==> src/rtl/keypad_emulator.sv <==
// Keypad emulator: queues key codes and plays each one back as a timed
// press/release on a 4x4 row/column matrix seen by an external scanner.
module keypad_emulator #(
    parameter int HOLD_CYCLES = 16,
    parameter int GAP_CYCLES  = 8,
    parameter int DEPTH       = 4
) (
    input  logic                     clk,
    input  logic                     rst_n,
    input  logic [3:0]               key_in,
    input  logic                     key_valid,
    output logic                     key_ready,
    input  logic [3:0]               col,
    output logic [3:0]               row,
    output logic                     pressed,
    output logic [3:0]               cur_key,
    output logic [$clog2(DEPTH):0]   fifo_count,
    output logic [1:0]               state,
    output logic                     done
);

    localparam int AW      = $clog2(DEPTH);
    localparam int CNT_MAX = (HOLD_CYCLES > GAP_CYCLES) ? HOLD_CYCLES : GAP_CYCLES;
    localparam int CW      = (CNT_MAX > 1) ? $clog2(CNT_MAX) : 1;

    localparam logic [CW-1:0] HOLD_LOAD = CW'(HOLD_CYCLES - 1);
    localparam logic [CW-1:0] GAP_LOAD  = CW'(GAP_CYCLES - 1);
    localparam logic [AW:0]   DEPTH_C   = (AW + 1)'(DEPTH);

    typedef enum logic [1:0] {
        ST_IDLE    = 2'b00,
        ST_PRESS   = 2'b01,
        ST_GAP     = 2'b10,
        ST_ILLEGAL = 2'b11
    } state_t;

    logic [3:0]    mem_r [DEPTH];
    logic [AW-1:0] wr_ptr_r;
    logic [AW-1:0] rd_ptr_r;
    logic [AW:0]   count_r;
    logic [AW:0]   count_nxt_s;

    state_t        state_r;
    logic [CW-1:0] cnt_r;
    logic          pressed_r;
    logic [3:0]    cur_key_r;
    logic          done_r;

    logic          ready_s;
    logic          push_s;
    logic          pop_s;
    logic [3:0]    row_s;

    // Readiness looks only at the registered count, so a full queue refuses a
    // push even on the edge that pops the head.
    assign ready_s = (count_r < DEPTH_C);
    assign push_s  = key_valid && ready_s;
    assign pop_s   = (state_r == ST_IDLE) && (count_r != {(AW + 1){1'b0}});

    // Next-count selection for the push/pop combinations.
    always_comb begin
        count_nxt_s = count_r;
        case ({push_s, pop_s})
            2'b10:   count_nxt_s = count_r + (AW + 1)'(1);
            2'b01:   count_nxt_s = count_r - (AW + 1)'(1);
            default: count_nxt_s = count_r;
        endcase
    end

    // Queue storage; contents need no reset because the count gates every read.
    always_ff @(posedge clk) begin
        if (push_s) begin
            mem_r[wr_ptr_r] <= key_in;
        end
    end

    // Queue pointers and occupancy; pointers wrap naturally at DEPTH.
    always_ff @(posedge clk or negedge rst_n) begin
        if (!rst_n) begin
            wr_ptr_r <= {AW{1'b0}};
            rd_ptr_r <= {AW{1'b0}};
            count_r  <= {(AW + 1){1'b0}};
        end else begin
            if (push_s) begin
                wr_ptr_r <= wr_ptr_r + AW'(1);
            end
            if (pop_s) begin
                rd_ptr_r <= rd_ptr_r + AW'(1);
            end
            count_r <= count_nxt_s;
        end
    end

    // Press/release sequencer with registered pressed, cur_key and done.
    always_ff @(posedge clk or negedge rst_n) begin
        if (!rst_n) begin
            state_r   <= ST_IDLE;
            cnt_r     <= {CW{1'b0}};
            pressed_r <= 1'b0;
            cur_key_r <= 4'h0;
            done_r    <= 1'b0;
        end else begin
            done_r <= 1'b0;
            case (state_r)
                ST_IDLE: begin
                    if (pop_s) begin
                        cur_key_r <= mem_r[rd_ptr_r];
                        cnt_r     <= HOLD_LOAD;
                        pressed_r <= 1'b1;
                        state_r   <= ST_PRESS;
                    end else begin
                        state_r   <= ST_IDLE;
                    end
                end
                ST_PRESS: begin
                    if (cnt_r == {CW{1'b0}}) begin
                        pressed_r <= 1'b0;
                        cnt_r     <= GAP_LOAD;
                        state_r   <= ST_GAP;
                    end else begin
                        cnt_r     <= cnt_r - CW'(1);
                    end
                end
                ST_GAP: begin
                    if (cnt_r == {CW{1'b0}}) begin
                        done_r  <= 1'b1;
                        state_r <= ST_IDLE;
                    end else begin
                        cnt_r   <= cnt_r - CW'(1);
                    end
                end
                default: begin
                    // Unreachable encoding: recover to a released, idle state.
                    pressed_r <= 1'b0;
                    cnt_r     <= {CW{1'b0}};
                    state_r   <= ST_IDLE;
                end
            endcase
        end
    end

    // Row sense follows the scanner's column drive without a clock delay.
    always_comb begin
        row_s = 4'b0000;
        if (pressed_r && col[cur_key_r[1:0]]) begin
            row_s[cur_key_r[3:2]] = 1'b1;
        end else begin
            row_s = 4'b0000;
        end
    end

    assign row        = row_s;
    assign key_ready  = ready_s;
    assign fifo_count = count_r;
    assign state      = state_r;
    assign pressed    = pressed_r;
    assign cur_key    = cur_key_r;
    assign done       = done_r;

endmodule

==> config.mk <==
export PLATFORM = sky130hd
export DESIGN_NAME = keypad_emulator
export DESIGN_NICKNAME = d
export VERILOG_FILES = /design/src/rtl/keypad_emulator.sv
export SDC_FILE = /design/constraint.sdc
export NUM_CORES = 1
export LEC_CHECK = 0
export CORE_ASPECT_RATIO = 1.4
export CORE_UTILIZATION = 35
export CTS_BUF_LIST = sky130_fd_sc_hd__clkbuf_4 sky130_fd_sc_hd__clkbuf_8
export CTS_CLUSTER_DIAMETER = 120
export DETAILED_ROUTE_END_ITERATION = 16
export HOLD_SLACK_MARGIN = 0.15
export PLACE_DENSITY = 0.58
export SLEW_MARGIN = 20
export SYNTH_ARGS = -nofsm -noshare
export SYNTH_HDL_FRONTEND = slang
export SYNTH_SLANG_ARGS = --single-unit
==> constraint.sdc <==
create_clock -name clk -period 2.8 [get_ports clk]
set_clock_uncertainty 0.15 [all_clocks]
set_input_delay 0.42 -clock clk [delete_from_list [all_inputs] [get_ports clk]]
set_output_delay 0.42 -clock clk [all_outputs]
set_load 0.1 [all_outputs]
==> impl_metrics.yaml, run 1 <==
hold_path:
  hp-class: "primary input to asynchronous set/reset pin"
detailed_routing:
  drt-total-wl_um: 2800
  vias: 1065
  first_pass_iters: 4
  wl_per_cell_um: 12.8
  drtIter0Drc: 23
  drt.antenna.violating_nets: 0
  drc: 0
  viasPerCell: 4.86
yosys:
  syn_nets: 142
  netlist_area_um2: 1660
  synth_async_sr_flop_share: 0.543
  ys_warn_count: 0
  synth-edff-count: 16
  ys_seq_elements: 35
  synth_cell_type_count: 30
  synthCells: 124
  yosysSeqAreaShare: 0.577
  ys.flop_type: "dfrtp_1"
  avgSynthCellArea_um2: 13.4
run_status:
  status: "completed"
job:
  maxCapViolations: 0
floorplan:
  io_pins: 27
  core-area_um2: 4540
  rows: 29
  start_util: 0.365
  die_area_um2: 5020
  die_h_um: 83.4
  die_x_um: 60.1
setup_path:
  cp_data_required_time_ps: 2230
  crit_fanout: 4
  cp.arrival_ps: 1830
  crit_type: "primary input to output pin"
  cp-end-kind: "output pin"
  worstSetupStartpointType: "primary input"
  cpPeakStageDelay_ps: 450
  crit_slowest_cell: "mux4_2"
  cp_cell_sequence: "clkdlybuf4s50_1, mux4_2, nand2_1, nor2_2, buf_12"
sta:
  slew_headroom: 0.636
  rsz0062_at_grt: "no"
  worst_pin_slew_ps: 541
  tns_ps: 0
  finalCriticalPeriod_ps: 2400
  period_share: 0.858
  drv_slew: 0
  setup_viol: 0
  max_freq_ghz: 0.416
  hold_viol_final: 0
finish:
  syn2layout_area_growth_pct: 28.8
  antenna_cells: 0
  drive_gt1_frac: 0.318
  post-route-util: 0.470
  final_nets: 174
cts:
  cts_buffers: 5
  clk_pin_slew_ps: 70
  ctsResizeCount: 0
  cts_tree: "yes"
  clock_path_buffers: 2
  cts_hold_buf: 0
  h-tree-depth: 2
  post_cts.repair.setup_buffers: 0
  root_buffer: "clkbuf_8"
  cts_sinks: 35
  insertion_delay_ps: 280
placement:
  place.gp.congestion: 0.764
  dp_hpwl_um: 2180
  port_buffers: 26
grt:
  grt_pass1_vias: 1101
  grt_pass1_wl_um: 4790
  grt_use_met1: 0.135
  top_usage_layer: "met2"
  globalRouteOverflowTotal: 0
  use_met2: 0.220
  grt_max_degree: 16
  gr-usage-met3: 0.0358
  antenna_found_initial: 0
  grt_usage: 0.129
-- path summary, 6_finish.rpt --
kind | to | startpoint | cells after the start | slack (ps)
max in group asynchronous | fifo_count[0]$_DFFE_PN0P_ | rst_n | 2 | 1670
hold / removal | rd_ptr_r[0]$_DFFE_PN0P_ | rst_n | 1 | 300
setup reg to reg | fifo_count[2]$_DFFE_PN0P_ | fifo_count[0]$_DFFE_PN0P_ | 8 | 520
hold reg to reg | pressed$_DFFE_PN0P_ | pressed$_DFFE_PN0P_ | 1 | 360
setup / recovery | row[3] | col[0] | 5 | 400
min in group clk | pressed$_DFFE_PN0P_ | pressed$_DFFE_PN0P_ | 1 | 360
-- Yosys cell counts (4+ instances only) --
cell type  instances  area [um^2]
nor2_1             7         26.3
xnor2_1            4         35.0
o21ai_0            8         40.0
nor3_1             4         20.0
and2_1             4         25.0
edfxtp_1          16          480
dfrtp_1           19          475
mux4_2             5          113
inv_1              9         33.8
a21oi_1            4         20.0
mux2_4             4         60.1
nand2_1            8         30.0
ha_1               6         75.1
-- state kept, by name (all words and copies together) (netlist names) --
name	cells
rd_ptr_r	2
cur_key	4
done	1
fifo_count	3
state	2
wr_ptr_r	2
mem_r	16
cnt_r	4
pressed	1
-- stage by stage --
step                cell area, um^2  hold slack, ps  instances  setup slack, ps
floorplan                      1700           -25.6        124              108
global placement               2040             343        211              417
detailed placement             2040             355        211              391
CTS                            2130             322        219              386
global route                   2130             329        219              322
finish                         2130             305        219              397
-- layout make-up --
type                            instances  area, um^2
Tap cell                               62        77.6
Timing Repair Buffer                   30         300
Inverter                                9        33.8
Clock buffer                            5        68.8
Sequential cell                        35         963
Multi-Input combinational cell         75         666
Fill cell                             409        2400
Clock inverter                          3        23.8
-- cell usage in the layout (no fill, tap or decap), types with 5 or more instances in the layout --
cell type,count
clkdlybuf4s50_1,10
mux4_2,5
dfrtp_1,13
dfrtp_2,6
nor2_1,6
edfxtp_1,16
ha_1,6
clkbuf_8,5
buf_4,16
o21ai_0,8
inv_1,9
nand2_1,8
-- routing by layer --
| metal | share of wire | wire, um |
|---|---|---|
| met5 | 0 | 0 |
| met4 | 0.024 | 67 |
| met3 | 0.055 | 153 |
| met2 | 0.55 | 1540 |
| met1 | 0.37 | 1040 |
-- logic make-up (layout without fill, tap and decap cells) --
logic type,after synthesis,in the layout,share of synthesized area
mux,9,9,0.104
buf+inv,14,47,0.0431
flops,35,35,0.577
simple gates,34,34,0.115
fa+ha+maj,8,8,0.0634
xor+xnor,7,7,0.0370
compound gates,17,17,0.0604
-- critical path, delay by kind of cell --
| kind | cells | cell delay (ps) |
|---|---|---|
| buf+inv | 2 | 580 |
| mux | 1 | 450 |
| simple gates | 2 | 380 |
Power of run 1 is left out: the tool's default activity adds up to more than one toggle a clock period on the data nets, which glitch-free logic cannot reach.
==> inputs of run 2 (changes only) <==
--- a/config.mk
+++ b/config.mk
@@ -5,13 +5,15 @@
 export SDC_FILE = /design/constraint.sdc
 export NUM_CORES = 1
 export LEC_CHECK = 0
+export CELL_PAD_IN_SITES_DETAIL_PLACEMENT = 1
+export CELL_PAD_IN_SITES_GLOBAL_PLACEMENT = 1
 export CORE_ASPECT_RATIO = 1.4
 export CORE_UTILIZATION = 35
 export CTS_BUF_LIST = sky130_fd_sc_hd__clkbuf_4 sky130_fd_sc_hd__clkbuf_8
 export CTS_CLUSTER_DIAMETER = 120
 export DETAILED_ROUTE_END_ITERATION = 16
 export HOLD_SLACK_MARGIN = 0.15
-export PLACE_DENSITY = 0.58
+export PLACE_DENSITY = 0.68
 export SLEW_MARGIN = 20
 export SYNTH_ARGS = -nofsm -noshare
 export SYNTH_HDL_FRONTEND = slang
==> impl_metrics.yaml, run 2 (synthesis gave the netlist of run 1 again) <==
floorplan:
  io_pins: 27
  die_area_um2: 5020
  die_x_um: 60.1
  start_util: 0.365
  core-area_um2: 4540
  die_h_um: 83.4
  rows: 29
placement:
  place.gp.congestion: 0.694
  port_buffers: 26
  dp_hpwl_um: 2360
setup_path:
  cp.arrival_ps: 1830
  cp_cell_sequence: "clkdlybuf4s50_1, mux4_2, nand2_1, nor2_2, buf_12"
  crit_type: "primary input to output pin"
  cpPeakStageDelay_ps: 460
  path_buf_inv: 2
  cp_data_required_time_ps: 2230
  cp-end-kind: "output pin"
  crit_fanout: 4
  cp_top_family: "buffers and inverters"
  crit_slowest_cell: "mux4_2"
  worstSetupStartpointType: "primary input"
detailed_routing:
  wl_per_cell_um: 14.2
  viasPerCell: 4.76
  drt.antenna.violating_nets: 0
  drtIter0Drc: 8
  drt-total-wl_um: 3120
  drc: 0
  vias: 1042
  first_pass_iters: 3
run_status:
  status: "completed"
sta:
  setup_viol: 0
  finalCriticalPeriod_ps: 2400
  slew_headroom: 0.633
  max_freq_ghz: 0.416
  period_share: 0.858
  tns_ps: 0
  drv_slew: 0
  hold_viol_final: 0
  rsz0062_at_grt: "no"
  worst_pin_slew_ps: 548
job:
  maxCapViolations: 0
grt:
  grt_pass1_vias: 1157
  globalRouteOverflowTotal: 0
  grt_max_degree: 20
  antenna_found_initial: 0
  grt_pass1_wl_um: 5360
  grt_usage: 0.144
cts:
  ctsResizeCount: 0
  h-tree-depth: 2
  cts_buffers: 5
  post_cts.repair.setup_buffers: 0
  clk_pin_slew_ps: 80
  insertion_delay_ps: 280
  cts_hold_buf: 0
  cts_tree: "yes"
  clock_path_buffers: 2
  root_buffer: "clkbuf_8"
  cts_sinks: 35
finish:
  syn2layout_area_growth_pct: 28.5
  final_nets: 174
  nFillCells: 473
  final_cell_mix: "edfxtp_1 (16), buf_4 (16), dfrtp_1 (13), clkdlybuf4s50_1 (10), inv_1 (9)"
  drive_gt1_frac: 0.318
  largest_register_ffs: 16
  top_register: "mem_r"
  antenna_cells: 0
hold_path:
  hp-class: "primary input to asynchronous set/reset pin"
[run 2: final cells by class]
cell class                 count  area [um^2]  area share
inverter                       9         33.8      0.0159
tap                           62         77.6      0.0364
clock inverter                 3         20.0     0.00940
sequential                    35          963       0.452
multi-input combinational     75          666       0.313
timing repair buffer          30          300       0.141
clock buffer                   5         68.8      0.0323
[run 2: path summary, 6_finish.rpt]
kind,endpoint,from,cells after the start,slack [ps]
setup reg to reg,fifo_count[2]$_DFFE_PN0P_,fifo_count[0]$_DFFE_PN0P_,8,510
setup / recovery,row[3],col[3],5,400
hold reg to reg,pressed$_DFFE_PN0P_,pressed$_DFFE_PN0P_,1,360
hold / removal,state[1]$_DFFE_PN0P_,rst_n,2,330
max in group asynchronous,fifo_count[1]$_DFFE_PN0P_,rst_n,2,1940
min in group clk,pressed$_DFFE_PN0P_,pressed$_DFFE_PN0P_,1,360
[run 2: worst reg2reg max path: stages, from the launching register on]
cell and delay, ps:
dfrtp_2 400, nor3_1 100, nor3_4 440, ha_1 290, inv_1 60, fa_1 370, xor2_1 150, nor2_1 130
xnor2_1 130
[run 2: through the flow]
stage / worst slack, ps / cells / instance area, um^2 / util / hold WS, ps
floorplan: 108 / 124 / 1700 / - / -25.6
global placement: 411 / 211 / 2040 / 0.450 / 340
detailed placement: 393 / 211 / 2040 / 0.450 / 350
CTS: 380 / 219 / 2130 / 0.470 / 331
global route: 325 / 219 / 2130 / 0.470 / 357
finish: 396 / 219 / 2130 / 0.470 / 326
[run 2: layer usage]
layer / vias to the layer above / wire, um / global-route usage
met5: - / 0 / 0
met4: 0 / 32 / 0.0507
met3: 2 / 120 / 0.0389
met2: 24 / 1710 / 0.247
met1: 523 / 1260 / 0.167
li1: 493 / - / -
Power of run 2 is left out for the same reason.
